[src/rtl/img_mem_arb.sv]
// Two-port arbiter sharing one single-port image memory between the filter
// engine (requester 0) and the image loader (requester 1), with burst-limited fairness.
module img_mem_arb #(
    parameter int AW        = 14,
    parameter int DW        = 8,
    parameter int MAX_BURST = 4
) (
    input  logic          clk,
    input  logic          reset,
    input  logic          req0,
    input  logic          req1,
    input  logic          we0,
    input  logic          we1,
    input  logic [AW-1:0] addr0,
    input  logic [AW-1:0] addr1,
    input  logic [DW-1:0] wdata0,
    input  logic [DW-1:0] wdata1,
    output logic          gnt0,
    output logic          gnt1,
    output logic          rvalid0,
    output logic          rvalid1,
    output logic [DW-1:0] rdata,
    output logic          mem_cen,
    output logic          mem_wen,
    output logic [AW-1:0] mem_addr,
    output logic [DW-1:0] mem_wdata,
    input  logic [DW-1:0] mem_rdata
);

    typedef enum logic [1:0] {IDLE, OWN0, OWN1} state_t;

    localparam logic [2:0] BURST_LIMIT = 3'(MAX_BURST);

    state_t        state;
    logic [2:0]    burst_cnt;
    logic          last_gnt;
    logic          burst_done;
    logic          gnt_any;
    logic          sel_we;
    logic [AW-1:0] sel_addr;
    logic [DW-1:0] sel_wdata;

    logic          rd_vld_p0;
    logic          rd_id_p0;
    logic          rd_vld_p1;
    logic          rd_id_p1;

    function automatic logic [2:0] sat_inc(input logic [2:0] cnt);
        return (cnt < BURST_LIMIT) ? cnt + 3'd1 : cnt;
    endfunction

    // Contention resolution: the owner keeps the port until its burst is used up;
    // with no owner, whoever was not served last goes first.
    always_comb begin
        gnt0       = 1'b0;
        gnt1       = 1'b0;
        burst_done = (burst_cnt >= BURST_LIMIT);
        if (!reset) begin
            if (req0 && req1) begin
                case (state)
                    OWN0:    if (burst_done) gnt1 = 1'b1; else gnt0 = 1'b1;
                    OWN1:    if (burst_done) gnt0 = 1'b1; else gnt1 = 1'b1;
                    default: if (last_gnt)   gnt0 = 1'b1; else gnt1 = 1'b1;
                endcase
            end else begin
                gnt0 = req0;
                gnt1 = req1;
            end
        end
    end

    assign gnt_any   = gnt0 | gnt1;
    assign sel_we    = gnt1 ? we1    : we0;
    assign sel_addr  = gnt1 ? addr1  : addr0;
    assign sel_wdata = gnt1 ? wdata1 : wdata0;

    always_ff @(posedge clk or posedge reset) begin
        if (reset) begin
            state     <= IDLE;
            burst_cnt <= 3'd0;
            last_gnt  <= 1'b1;
        end else if (gnt0) begin
            state     <= OWN0;
            last_gnt  <= 1'b0;
            burst_cnt <= (state == OWN0) ? sat_inc(burst_cnt) : 3'd1;
        end else if (gnt1) begin
            state     <= OWN1;
            last_gnt  <= 1'b1;
            burst_cnt <= (state == OWN1) ? sat_inc(burst_cnt) : 3'd1;
        end else begin
            state     <= IDLE;
            burst_cnt <= 3'd0;
        end
    end

    // Stage p0: memory command register plus read tag for the granted access
    always_ff @(posedge clk or posedge reset) begin
        if (reset) begin
            mem_cen   <= 1'b0;
            mem_wen   <= 1'b0;
            mem_addr  <= '0;
            mem_wdata <= '0;
            rd_vld_p0 <= 1'b0;
            rd_id_p0  <= 1'b0;
        end else begin
            mem_cen   <= gnt_any;
            mem_wen   <= gnt_any & sel_we;
            rd_vld_p0 <= gnt_any & ~sel_we;
            rd_id_p0  <= gnt1;
            if (gnt_any) begin
                mem_addr  <= sel_addr;
                mem_wdata <= sel_wdata;
            end
        end
    end

    // Stage p1: tag lines up with the cycle the memory presents read data
    always_ff @(posedge clk or posedge reset) begin
        if (reset) begin
            rd_vld_p1 <= 1'b0;
            rd_id_p1  <= 1'b0;
        end else begin
            rd_vld_p1 <= rd_vld_p0;
            rd_id_p1  <= rd_id_p0;
        end
    end

    assign rvalid0 = rd_vld_p1 & ~rd_id_p1;
    assign rvalid1 = rd_vld_p1 &  rd_id_p1;
    assign rdata   = mem_rdata;

endmodule

[config.mk]
export PLATFORM = sky130hd
export DESIGN_NAME = img_mem_arb
export DESIGN_NICKNAME = d
export VERILOG_FILES = /design/src/rtl/img_mem_arb.sv
export SDC_FILE = /design/constraint.sdc
export NUM_CORES = 1
export LEC_CHECK = 0
export ABC_AREA = 1
export CAP_MARGIN = 15
export CORE_MARGIN = 8
export CORE_UTILIZATION = 36
export CTS_BUF_LIST = sky130_fd_sc_hd__clkbuf_16
export DETAILED_ROUTE_END_ITERATION = 16
export GPL_ROUTABILITY_DRIVEN = 0
export PLACE_DENSITY = 0.73
export SLEW_MARGIN = 20
export SYNTH_ARGS = -nofsm -noshare
export SYNTH_HDL_FRONTEND = slang
export SYNTH_SLANG_ARGS = --single-unit
[constraint.sdc]
create_clock -name clk -period 1.7 [get_ports clk]
set_input_delay 0.34 -clock clk [delete_from_list [all_inputs] [get_ports clk]]
set_output_delay 0.34 -clock clk [all_outputs]
set_load 0.1 [all_outputs]
; Yosys cells after proc, flatten, opt, wreduce, memory -nomap -nowiden
; Cells that the tools add are included.
[totals]
regBits = 34
[op_classes]
magnitude_cmp = 2
add_sub_neg = 1
n_reduce_logical = 2
eq_ne = 2
bitwise_logic = 7
n_mux = 22
[ops]
columns = cell, count
row1 = 3-bit 2-to-1 mux, 5
row2 = 14-bit 2-to-1 mux, 1
row3 = 1-bit 2-to-1 mux, 11
row4 = 8-bit 2-to-1 mux, 1
row5 = 1-bit AND, 4
row6 = 2-bit 2-to-1 mux, 2
row7 = 1-bit one-hot mux with 2 select lines, 2
row8 = "3-bit by 1-bit adder with 3-bit output, second input constant", 1
row9 = "3-bit greater-or-equal comparator, second input constant", 1
row10 = "3-bit < comparator, second input constant", 1
row11 = "2-bit by 1-bit equality test with 1-bit output, second input constant", 1
row12 = "2-bit equality test, second input constant", 1
row13 = 1-bit NOT, 2
row14 = 2-bit nonzero test, 1
row15 = 1-bit logical AND, 1
row16 = 1-bit bitwise OR, 1

; Depth between registers and ports, before layout
[depth]
word_depth = 8
ltp_mapped = 12

; Worst setup path after synthesis
; Ideal clock, no wire load.
[synth_path]
kind = register -> output
start = register rd_id_p1
end = output rvalid0
required_time_ps = 1360
path_slack_ps = -264
path_stages_with_launch = 2
arrival_ps = 1624
n_path_buf = 0
path_cell_list = dfrtp_1 > nor2_1
[synth_via]
elab_chain_len = 2
[synth_lines]
columns = item, line
row1 = start: declaration, 46  ; logic rd_id_p1;
row2 = start signal: assignment, 124  ; rd_id_p1 <= rd_id_p0;
row3 = 1-bit NOT, 128  ; assign rvalid0 = rd_vld_p1 & ~rd_id_p1;
row4 = 1-bit AND, 128
row5 = end: declaration, 20  ; output logic rvalid0,
; No other way between the ends.

; Worst setup path after layout
[layout_path]
start = register state[1]
end = output gnt1
[layout_via]
elab_chain_len = 4
[layout_lines]
columns = item, line
row1 = start: declaration, 34  ; state_t state;
row2 = start signal: assignment, 79  ; state <= IDLE;
row3 = start signal: assignment, 83  ; state <= OWN0;
row4 = start signal: assignment, 87  ; state <= OWN1;
row5 = 2-bit equality test / 2-bit by 1-bit equality test with 1-bit output (equally long branches), 60  ; case (state)
row6 = 1-bit one-hot mux with 2 select lines *, 60
row7 = 1-bit 2-to-1 mux *, 59  ; if (req0 && req1) begin
row8 = 1-bit 2-to-1 mux *, 58  ; if (!reset) begin
row9 = end: declaration, 19  ; output logic gnt1,
; Mark *: on every way between the ends. The rest lies on a longest branch, timed or not.

==> run metrics <==
I/O pins 94; num rows 26; Clk pwr share 19.4%; adder-cell area share of the yosys netlist 2.608%; clk sink count 34; post-layout util 65.31%; Skew-Pair Late Insertion Delay 0.28 ns; Syn Area/Cell 7.468 um^2; worst-margin pin slew 0.2743 ns; CP Launch Type register; max incr delay on CP 0.42 ns; Int Pwr 2.347 mW; max-cap violations 0; Synth Area in XOR/XNOR 0.4563%; Logic pwr share 54.1%; layout cells sized above 1 23.46%; failing checks negative setup slack; Avg WL per Cell 14.84 um; synth warn 0; maximum root-to-sink buffer count 2; detailed placer's ending HPWL 4125 um; Routed WL 6100 um; multiplexer area fraction after synthesis 0%; P_sw 1.932 mW; Worst Path Required 1.36 ns; R2R Path Start state[0]; die height 89.02 um; mapped cell area 1919 um^2; Area growth syn-to-layout 74.90%; Flop pwr share 26.5%; GRT Overall Usage 15.31%; hold endpoint rd_vld_p1; first-pass GRT wire length 9439 um; Compound-Gate Fraction of Synth Area 1.825%; setup TNS -0.3385 ns; most frequent cells in the layout nand2_1 (105), clkdlybuf4s50_1 (49), nand3_1 (45), dfrtp_1 (33), buf_12 (30); WP data arrival 1.53 ns; Critical Path Fanout Max 2; fin crit share 110.0%; initial antenna violation count 0; Vias 1936; Core ar. 5140 um^2; Sw Share 45.16%; placed cell area 3019 um^2; gr ovfl total 0; TritonCTS Buffers 5; worst-case clock skew 0.007917 ns; TritonCTS clock tree yes; clock-pin slew on the worst setup and hold paths 0.06 ns; initial core utilization 37.34%; crit end category output pin; final worst slack -0.1708 ns; worst min path class register to register; cell area power density 1275 nW/um^2; Setup WS pre-CTS -0.1522 ns; antenna violation net count after detailed routing 0; final instance area 3357 um^2; main combinational cell family by area after synthesis simple AND/OR/NAND/NOR gates; fmax 534.5 MHz; IO buf count 77; FILL cells 424; RSZ-0062 raised after global routing yes; FF-to-FF setup slack -0.01 ns; slowest CP cell dfrtp_1; post-synthesis cell count 257; status finished, violations left; Slew HR 81.71%; most common cell after layout, fill and taps aside nand2_1; Die W 89.02 um; Setup-failing EPs final 3; Period minus WS final 1.871 ns; hold path cells 0; critical path, cell by cell inv_2 > ha_4 > inv_2 > nand2_2 > nand3_2 > nand2_4 > nand2_4 > inv_4 > buf_12; Pins Over Slew Limit 0; Peak VDD IR 0.7910 mV; die area 7924 um^2; R2R depth 12; initial drt markers 132; DR pass1 iterations 6; sequential area share after synthesis 44.39%; Antenna Cells 0; Root Buffer clkbuf_16; Yosys cell types 21; FF-to-FF End mem_addr[5]; Static Leak 1.681 nW; largest net degree at the start of global routing 37; worst hold path startpoint rd_vld_p0; CP Class register to output pin; net count after synthesis 319; CTS Hold Bufs 0; final hold vios 0; vias in the first global route 1952; Post-Synth Simple-Gate Area 38.66%; # DRC 0; NumNets Final 402; via/cell ratio 4.710; Clock H-tree levels 2; flops & latches, synth 34
[cells in the mapped netlist]
master	number	share of area, %
buf_4	10	3.9
nor2_4	1	0.59
nand3b_1	1	0.39
a21oi_1	1	0.26
nor2_1	8	1.6
dfrtp_1	33	43
ha_1	4	2.6
buf_6	5	2.9
inv_2	5	0.98
clkbuf_1	2	0.39
xnor2_1	1	0.46
nand3_2	1	0.52
o21ai_0	4	1.0
buf_2	5	1.3
nand3_1	46	12
inv_1	13	2.5
nand2_4	3	1.8
o21ai_1	2	0.52
nand2_2	1	0.33
dfstp_2	1	1.4
nand2_1	110	22
[layer usage]
| layer | wire length (um) | part of all wire, % | track usage [%] | up-vias |
|---|---|---|---|---|
| li1 | - | - | - | 960 |
| met1 | 2427 | 40 | 17.18 | 910 |
| met2 | 3112 | 51 | 26.35 | 62 |
| met3 | 519 | 8.5 | 6.066 | 4 |
| met4 | 40 | 0.66 | 3.927 | 0 |
| met5 | 0 | 0 | 0 | - |
[kinds of logic after synthesis]
kind of cell	Yosys count
adder cells (fa/ha/maj)	4
XOR/XNOR	1
AO/OA/AOI/OAI	7
flip-flops	34
buffers and inverters	40
AND/OR/NAND/NOR	171
[registers in the layout (all words and copies together), names as in the netlist]
register and flops:
burst_cnt 3, last_gnt 1, mem_addr 14, mem_cen 1
mem_wdata 8, mem_wen 1, rd_id_p0 1, rd_id_p1 1
rd_vld_p0 1, rd_vld_p1 1, state 2
[worst max path at each step]
stage	start	to	depth (start not counted)
CTS	state[1]	gnt0	8
detailed placement	req0	mem_wdata[6]	9
global route	state[1]	gnt1	9
finish	state[1]	gnt1	9
floorplan	state[0]	gnt0	9
global placement	req0	mem_addr[4]	9
[power groups by stage]
stage / clock network (mW) / registers (mW) / logic [mW]
3_5_place_dp: 0 / 1.14 / 2.23
5_1_grt: 0.891 / 1.15 / 2.42
6_report: 0.831 / 1.14 / 2.31
3_3_place_gp: 0 / 1.14 / 2.21
2_1_floorplan: 0 / 2.03 / 0.514
4_1_cts: 0.845 / 1.13 / 2.28
[per-stage QoR]
| stage | instances | total power [mW] | hold slack [ns] |
|---|---|---|---|
| after floorplan | 257 | 2.545 | 0.3312 |
| after global placement | 394 | 3.350 | 0.3330 |
| after detailed placement | 394 | 3.376 | 0.3379 |
| after CTS | 408 | 4.260 | 0.3490 |
| after global routing | 411 | 4.462 | 0.3635 |
| final | 411 | 4.279 | 0.3495 |
[area by class of cell]
| cell class | count | area (um^2) | share of cell area, % |
|---|---|---|---|
| well taps | 70 | 87.58 | 2.609 |
| flip-flops and latches | 34 | 852.1 | 25.38 |
| multi-input cells | 184 | 918.4 | 27.36 |
| clock buffers | 5 | 125.1 | 3.727 |
| clock inverters | 3 | 11.26 | 0.3354 |
| inverters | 18 | 75.07 | 2.236 |
| repair buffers | 97 | 1287 | 38.35 |
[critical path, delay by kind of cell (launching register included)]
kind                       cells  cell delay, ns
DFF                            1            0.42
buffers and inverters          4            0.40
and+or+nand+nor                4            0.30
adders and majority gates      1            0.15
[timing repair]
item                       4_1_cts  5_1_grt
setup endpoints to repair       26       30
resized for setup               14       10
setup buffers                    6        1
pin swaps                        6        4
gates cloned                     0        3
No activity file was read; power rests on OpenSTA's default activity.
